## config.mk

```make
export PLATFORM = sky130hd
export DESIGN_NAME = decode_stage_fwd
export DESIGN_NICKNAME = d
export VERILOG_FILES = /design/src/rtl/decode_stage_fwd.sv
export SDC_FILE = /design/constraint.sdc
export NUM_CORES = 1
export LEC_CHECK = 0
export ABC_AREA = 0
export BUFFER_PORTS_ARGS = -buffer_cell sky130_fd_sc_hd__buf_2
export CAP_MARGIN = 25
export CORE_MARGIN = 1.5
export CORE_UTILIZATION = 45
export CTS_CLUSTER_DIAMETER = 60
export DETAILED_ROUTE_END_ITERATION = 6
export PLACE_DENSITY_LB_ADDON = 0.15
export SETUP_SLACK_MARGIN = 0.5
export SYNTH_ARGS = -nofsm -noshare
export SYNTH_HDL_FRONTEND = slang
export SYNTH_SLANG_ARGS = --single-unit
```

## constraint.sdc

```tcl
create_clock -name clk -period 3.5 [get_ports clk]
set_input_delay 0 -clock clk [delete_from_list [all_inputs] [get_ports clk]]
set_output_delay 0 -clock clk [all_outputs]
set_load 0.05 [all_outputs]
```

## src/rtl/decode_stage_fwd.sv

```systemverilog
// ID pipeline stage: field decode, EX/MEM operand forwarding, load-use bubble
// insertion and the ID/EX boundary register with valid, stall and flush.
module decode_stage_fwd #(
  parameter int INST_W       = 16,
  parameter int DATA_W       = 16,
  parameter int OP_W         = 4,
  parameter int IDX_W        = 5,
  parameter int IMM_W        = 7,
  parameter int LOAD_BUBBLES = 1
) (
  input  logic              clk,
  input  logic              reset,
  input  logic              VALID_IF,
  input  logic [DATA_W-1:0] NPC_IF,
  input  logic [INST_W-1:0] INST_IF,
  input  logic              BRANCH_PRED_IF,
  output logic [IDX_W-1:0]  read_index_1,
  output logic [IDX_W-1:0]  read_index_2,
  input  logic [DATA_W-1:0] read_data_1,
  input  logic [DATA_W-1:0] read_data_2,
  input  logic              EX_WE,
  input  logic [IDX_W-1:0]  EX_IDX,
  input  logic [DATA_W-1:0] EX_DATA,
  input  logic              EX_IS_LOAD,
  input  logic              MEM_WE,
  input  logic [IDX_W-1:0]  MEM_IDX,
  input  logic [DATA_W-1:0] MEM_DATA,
  input  logic              STALL_IN,
  input  logic              FLUSH_IN,
  output logic              STALL_IF,
  output logic              VALID_ID,
  output logic [DATA_W-1:0] NPC_ID,
  output logic [DATA_W-1:0] REG1_DATA_ID,
  output logic [DATA_W-1:0] REG2_DATA_ID,
  output logic [DATA_W-1:0] IMM_ID,
  output logic [IDX_W-1:0]  DEST_REG_INDEX_ID,
  output logic [OP_W-1:0]   CTRL_ID,
  output logic              BRANCH_PRED_ID
);

  localparam logic [1:0] BUBBLE_INIT = 2'(LOAD_BUBBLES - 1);

  logic [OP_W-1:0]   opcode;
  logic [IDX_W-1:0]  rs1;
  logic [IDX_W-1:0]  rd;
  logic [IMM_W-1:0]  imm;
  logic [DATA_W-1:0] opnd1;
  logic [DATA_W-1:0] opnd2;
  logic [DATA_W-1:0] imm_sext;
  logic              haz;
  logic [1:0]        bubble_cnt;

  assign opcode   = INST_IF[INST_W-1 -: OP_W];
  assign rs1      = INST_IF[2*IDX_W-1:IDX_W];
  assign rd       = INST_IF[IDX_W-1:0];
  assign imm      = INST_IF[IDX_W +: IMM_W];
  assign imm_sext = {{(DATA_W-IMM_W){imm[IMM_W-1]}}, imm};

  assign read_index_1 = rs1;
  assign read_index_2 = rd;

  // A load in EX has no data yet, so it is never a forwarding source.
  function automatic logic [DATA_W-1:0] fwd_sel(
    input logic [IDX_W-1:0]  idx,
    input logic [DATA_W-1:0] rf_data,
    input logic              ex_we,
    input logic [IDX_W-1:0]  ex_idx,
    input logic [DATA_W-1:0] ex_data,
    input logic              ex_is_load,
    input logic              mem_we,
    input logic [IDX_W-1:0]  mem_idx,
    input logic [DATA_W-1:0] mem_data
  );
    logic [DATA_W-1:0] sel;
    sel = rf_data;
    if (idx != '0) begin
      if (ex_we && (ex_idx == idx) && !ex_is_load)
        sel = ex_data;
      else if (mem_we && (mem_idx == idx))
        sel = mem_data;
    end
    return sel;
  endfunction

  always_comb begin
    opnd1 = fwd_sel(rs1, read_data_1, EX_WE, EX_IDX, EX_DATA, EX_IS_LOAD,
                    MEM_WE, MEM_IDX, MEM_DATA);
    opnd2 = fwd_sel(rd, read_data_2, EX_WE, EX_IDX, EX_DATA, EX_IS_LOAD,
                    MEM_WE, MEM_IDX, MEM_DATA);
  end

  assign haz = VALID_IF && EX_IS_LOAD && EX_WE && (EX_IDX != '0) &&
               ((EX_IDX == rs1) || (EX_IDX == rd));

  assign STALL_IF = !reset && !FLUSH_IN && (STALL_IN || haz || (bubble_cnt != '0));

  always_ff @(posedge clk) begin
    if (reset) begin
      VALID_ID          <= 1'b0;
      NPC_ID            <= '0;
      REG1_DATA_ID      <= '0;
      REG2_DATA_ID      <= '0;
      IMM_ID            <= '0;
      DEST_REG_INDEX_ID <= '0;
      CTRL_ID           <= '0;
      BRANCH_PRED_ID    <= 1'b0;
      bubble_cnt        <= '0;
    end else if (FLUSH_IN) begin
      VALID_ID   <= 1'b0;
      bubble_cnt <= '0;
    end else if (!STALL_IN) begin
      if (haz || (bubble_cnt != '0)) begin
        // Bubble: data registers hold, only the valid bit drops.
        VALID_ID   <= 1'b0;
        bubble_cnt <= (bubble_cnt != '0) ? bubble_cnt - 2'd1 : BUBBLE_INIT;
      end else begin
        VALID_ID          <= VALID_IF;
        NPC_ID            <= NPC_IF;
        REG1_DATA_ID      <= opnd1;
        REG2_DATA_ID      <= opnd2;
        IMM_ID            <= imm_sext;
        DEST_REG_INDEX_ID <= rd;
        CTRL_ID           <= opcode;
        BRANCH_PRED_ID    <= BRANCH_PRED_IF;
      end
    end
  end

endmodule

```

# Yosys cells after proc, flatten, opt, wreduce, memory -nomap -nowiden

Index checks and enable logic that the tools add are counted.
W data, S select, Z words.

$add $sub $neg: 1
Equality and inequality tests: 4
Mux-type cells: 8
Bitwise operators: 3
Reductions and logical operators: 26

Operator list:

| kind                  | count |
|---|---|
| $mux W16              | 6 |
| $eq A5 B5 Y1          | 4 |
| $reduce_bool A5 Y1    | 3 |
| $logic_and A1 B1 Y1   | 12 |
| $logic_or A1 B1 Y1    | 4 |
| $logic_not A1 Y1      | 3 |
| $not A1 Y1            | 3 |
| $reduce_and A3 Y1     | 1 |
| $mux W2               | 1 |
| $reduce_and A2 Y1     | 1 |
| $reduce_bool A2 Y1    | 1 |
| $reduce_or A2 Y1      | 1 |
| $sub A2 B1 Y2 const B | 1 |
| $mux W1               | 1 |

Register bits after elaboration: 68
Bits of input ports: 115
Output and inout port bits: 86
Logic and storage cells: 51

# Depth between registers and ports, before layout

Word-level depth: 7
Depth in mapped cells: 8
Mapped depth without buffers: 6

# Least setup slack after synthesis

No wires, ideal clock.

Kind: input to output
From: input INST_IF[2]
To: output STALL_IF
Arrival: 1.852 ns
Data required time: 3.500 ns
Setup slack: 1.648 ns
Stages: 5
Path buffers: 0
Cells stage by stage: xor2_1 -> nor3_4 -> o2bb2ai_1 -> a2111oi_1 -> nor3_1

Word-level cells in the longest chain between the ends: 6

Ends and longest elaborated chain:

| item                            | RTL line | RTL |
|---|---|---|
| from (decl)                     | 15       | `input logic [INST_W-1:0] INST_IF,` |
| $eq A5 B5 Y1                    | 93       | `((EX_IDX == rs1) \|\| (EX_IDX == rd));` |
| $logic_or A1 B1 Y1              | 93       |  |
| $logic_and A1 B1 Y1             | 92       | `assign haz = VALID_IF && EX_IS_LOAD && EX_WE && (EX_IDX != '0) &&` |
| $logic_or A1 B1 Y1 (2 in a row) | 95       | `assign STALL_IF = !reset && !FLUSH_IN && (STALL_IN \|\| haz \|\| (bubble_cnt != '0));` |
| $logic_and A1 B1 Y1             | 95       |  |
| to (decl)                       | 30       | `output logic STALL_IF,` |

No other way between the ends.

# Final worst setup path

From: input INST_IF[3]
To: register REG2_DATA_ID[14]

Word-level cells in the longest chain between the ends: 6
Elaborated cells on any way between the ends: 14
Those cells by class: 2 x eq/ne; 3 x mux; 1 x bitwise; 8 x reduce/logical

Ends and longest elaborated chain:

| item                               | RTL line | RTL |
|---|---|---|
| $eq A5 B5 Y1                       | 77, 93   |  |
| $logic_or A1 B1 Y1                 | 93       |  |
| $logic_and A1 B1 Y1                | 92       |  |
| $logic_or A1 B1 Y1                 | 112      | `if (haz \|\| (bubble_cnt != '0)) begin` |
| $not A1 Y1 (no source line)        | n/a      |  |
| $reduce_and A3 Y1 (no source line) | n/a      |  |
| to (signal assigned)               | 120      | `REG2_DATA_ID <= opnd2;` |
| to (decl)                          | 34       | `output logic [DATA_W-1:0] REG2_DATA_ID,` |

Several ways; a longest one is shown, not always the timed one.
A chain may end at the register's enable or synchronous reset.

==> out/results.ini <==
[status]
status = finished clean

[global_routing]
grt_start_max_net_pins = 50
antenna_found_initial = 0
grt_util_all_layers_pct = 27.42
grt-ovfl-total = 0
grt_pass1_wl_um = 18710
grt_pass1_vias = 3847

[sta]
max-slew-margin-rel_pct = 49.15
clock.fmax_mhz = 385.4
hold_viol_final = 0
finalMaxSlewViolations = 0
worst_slew_pin_slew_ns = 0.7627
setup_viol = 0
fin_tns_setup_ns = 0
finClkSkew_ns = 0.009408
fin_crit_sh_pct = 74.14
hold-worst-slack_ns = 0.005436
finalCriticalPeriod_ns = 2.595
fin_ws_ns = 0.9051
rsz0062_at_grt = no

[place]
dp_cells = 693
place_ws_ns = 0.9989
io_buffer_count = 200
gp_congestion = 0.9204
place_hpwl_um = 8339

[synthesis]
ys_seq_area_share_pct = 36.56
ys_ff_latch = 68
syn_area_mm2 = 0.003724
yosys.cell_types.count = 41
synth_nets = 555
syn_avg_cell_area_um2 = 8.463
postSynthCellCount = 440
yosys_warnings = 0

[worst_setup_path]
crit_path_max_fanout = 18
critPathLaunchType = input port
cp.arrival_ns = 2.80
cp.required_ns = 3.71
crit_type = input port to flop
critPathCaptureType = flop

[detailed_routing]
drt-vias-per-instance = 5.337
vias = 4067
drtIter0Drc = 203
dr.pass1.iters = 5
wl_per_cell_um = 15.86
drc = 0
routed_wl_um = 12090
antenna_left = 0

[layout]
fin_cells = 762
nets = 767
layout_common_cells = buf_2, nand2_1, dfxtp_1
drive_gt1_share_pct = 40.03
final_common_cell = buf_2
area_growth_pct = 42.37

[run]
maxCapViolCount = 0

[die]
start_util_pct = 47.21
ios = 201
die_w_um = 93.97
dieHeight_um = 93.97
dieArea_mm2 = 0.008829
core_area_mm2 = 0.007888
num_rows = 32

[clock_network]
root_buffer = clkbuf_8
cts_tree = yes
cts_resized = 0
h-tree-depth = 3
clk_pin_slew_worst_paths_ns = 0.07
cts_hold_buf = 49
clk_path_buf_depth = 2
post_cts_buffers = 0
clk_latency_ns = 0.35
cts_sinks = 68
cts_buffers = 9

[power_and_ir_drop]
power.switching_mw = 0.7024
powerDensity_mw_per_mm2 = 395.7
pwr-share-comb_pct = 26.2
p_seq_share_pct = 39.7
clkPwrFrac_pct = 34.1
switching_share_pct = 33.48
p_leak_nw = 2.386
p_int_mw = 1.395
irDropWorstVdd_uv = 235.0

[worst_hold_path]
hold_class = input port to flop

## logic make-up (layout without fill, tap and decap cells)
family / after synthesis / in the layout / synth area share (%)
compound gates: 123 / 123 / 27.05
xor+xnor: 20 / 20 / 4.704
buf+inv: 69 / 286 / 10.89
flops: 68 / 68 / 36.56
other cells: 0 / 3 / 0
simple gates: 160 / 160 / 20.80
## layer usage
metal,part of all wire (%),global-route usage [%],vias to the layer above
met5,0,0,-
met4,2.8,12.69,0
met3,7.4,6.796,33
met2,47,43.36,192
met1,43,35.03,1876
li1,-,-,1966
## cells in the mapped netlist (all sizes together)
cell type  number  area [um^2]
a211oi          1        7.510
o211ai          1        12.51
xor2           13        113.9
o221ai         16        140.1
inv            16        60.06
clkbuf         10        37.54
nor3           22        182.7
o22a           16        140.1
a2111oi         1        10.01
a21bo           1        10.01
a21boi          1        7.510
xnor2           7        61.31
o31ai          16        170.2
o2bb2ai         1        8.760
buf            43        307.8
a22oi           1        7.510
a22o            1        17.52
a21oi          51        266.5
nand3b          1        7.510
or2             1        6.260
nor2           21        81.33
and2            2        12.51
dfxtp          68         1361
nor4            3        31.28
nand2          88        330.3
nor4b           1        8.760
or4             1        7.510
nand2b          1        6.260
nand3          19        100.1
a221oi         16        209.0
## sequential cells by signal, summed over array words and instances, names as in the netlist
name,count
DEST_REG_INDEX_ID,5
VALID_ID,1
NPC_ID,16
BRANCH_PRED_ID,1
bubble_cnt,2
IMM_ID,7
CTRL_ID,4
REG2_DATA_ID,16
REG1_DATA_ID,16
## worst paths after layout
kind / from / to / slack, ns / depth (start not counted)
min reg2reg: REG1_DATA_ID[15] / REG1_DATA_ID[15] / 0.45 / 2
max: INST_IF[3] / REG2_DATA_ID[14] / 0.91 / 8
max reg2reg: bubble_cnt[1] / DEST_REG_INDEX_ID[2] / 1.51 / 5
min: read_data_1[1] / REG1_DATA_ID[1] / 0.005 / 3
## cell type report
type / instances / area, um^2
multi-input combinational: 303 / 1968
tap: 102 / 127.6
clock inverter: 7 / 91.34
antenna: 3 / 7.507
fill: 691 / 2586
sequential: 68 / 1361
inverter: 16 / 60.06
timing repair buffer: 254 / 1562
clock buffer: 9 / 123.9
## per-stage QoR
stage          cell area [um^2]  util (%)  power, mW
2_1_floorplan              3724         -      1.202
3_3_place_gp               4561     57.82      1.343
3_5_place_dp               4561     57.82      1.350
4_1_cts                    5266     66.77      2.093
5_1_grt                    5294     67.12      2.174
6_report                   5301     67.21      2.098
## power by group through the flow
stage | registers (mW) | logic [mW] | clock network (mW)
2_1_floorplan | 0.989 | 0.213 | 0
3_3_place_gp | 0.850 | 0.494 | 0
3_5_place_dp | 0.851 | 0.499 | 0
4_1_cts | 0.833 | 0.541 | 0.718
5_1_grt | 0.838 | 0.586 | 0.751
6_report | 0.834 | 0.549 | 0.715
## worst max-delay path, cell delays in order
cell,delay (ns)
dlygate4sd3_1,0.54
buf_2,0.17
xor2_1,0.21
nor3_4,0.56
and2_1,0.71
o31ai_1,0.21
a221oi_2,0.31
nor3_1,0.07
(Power assumes the default switching activity.)
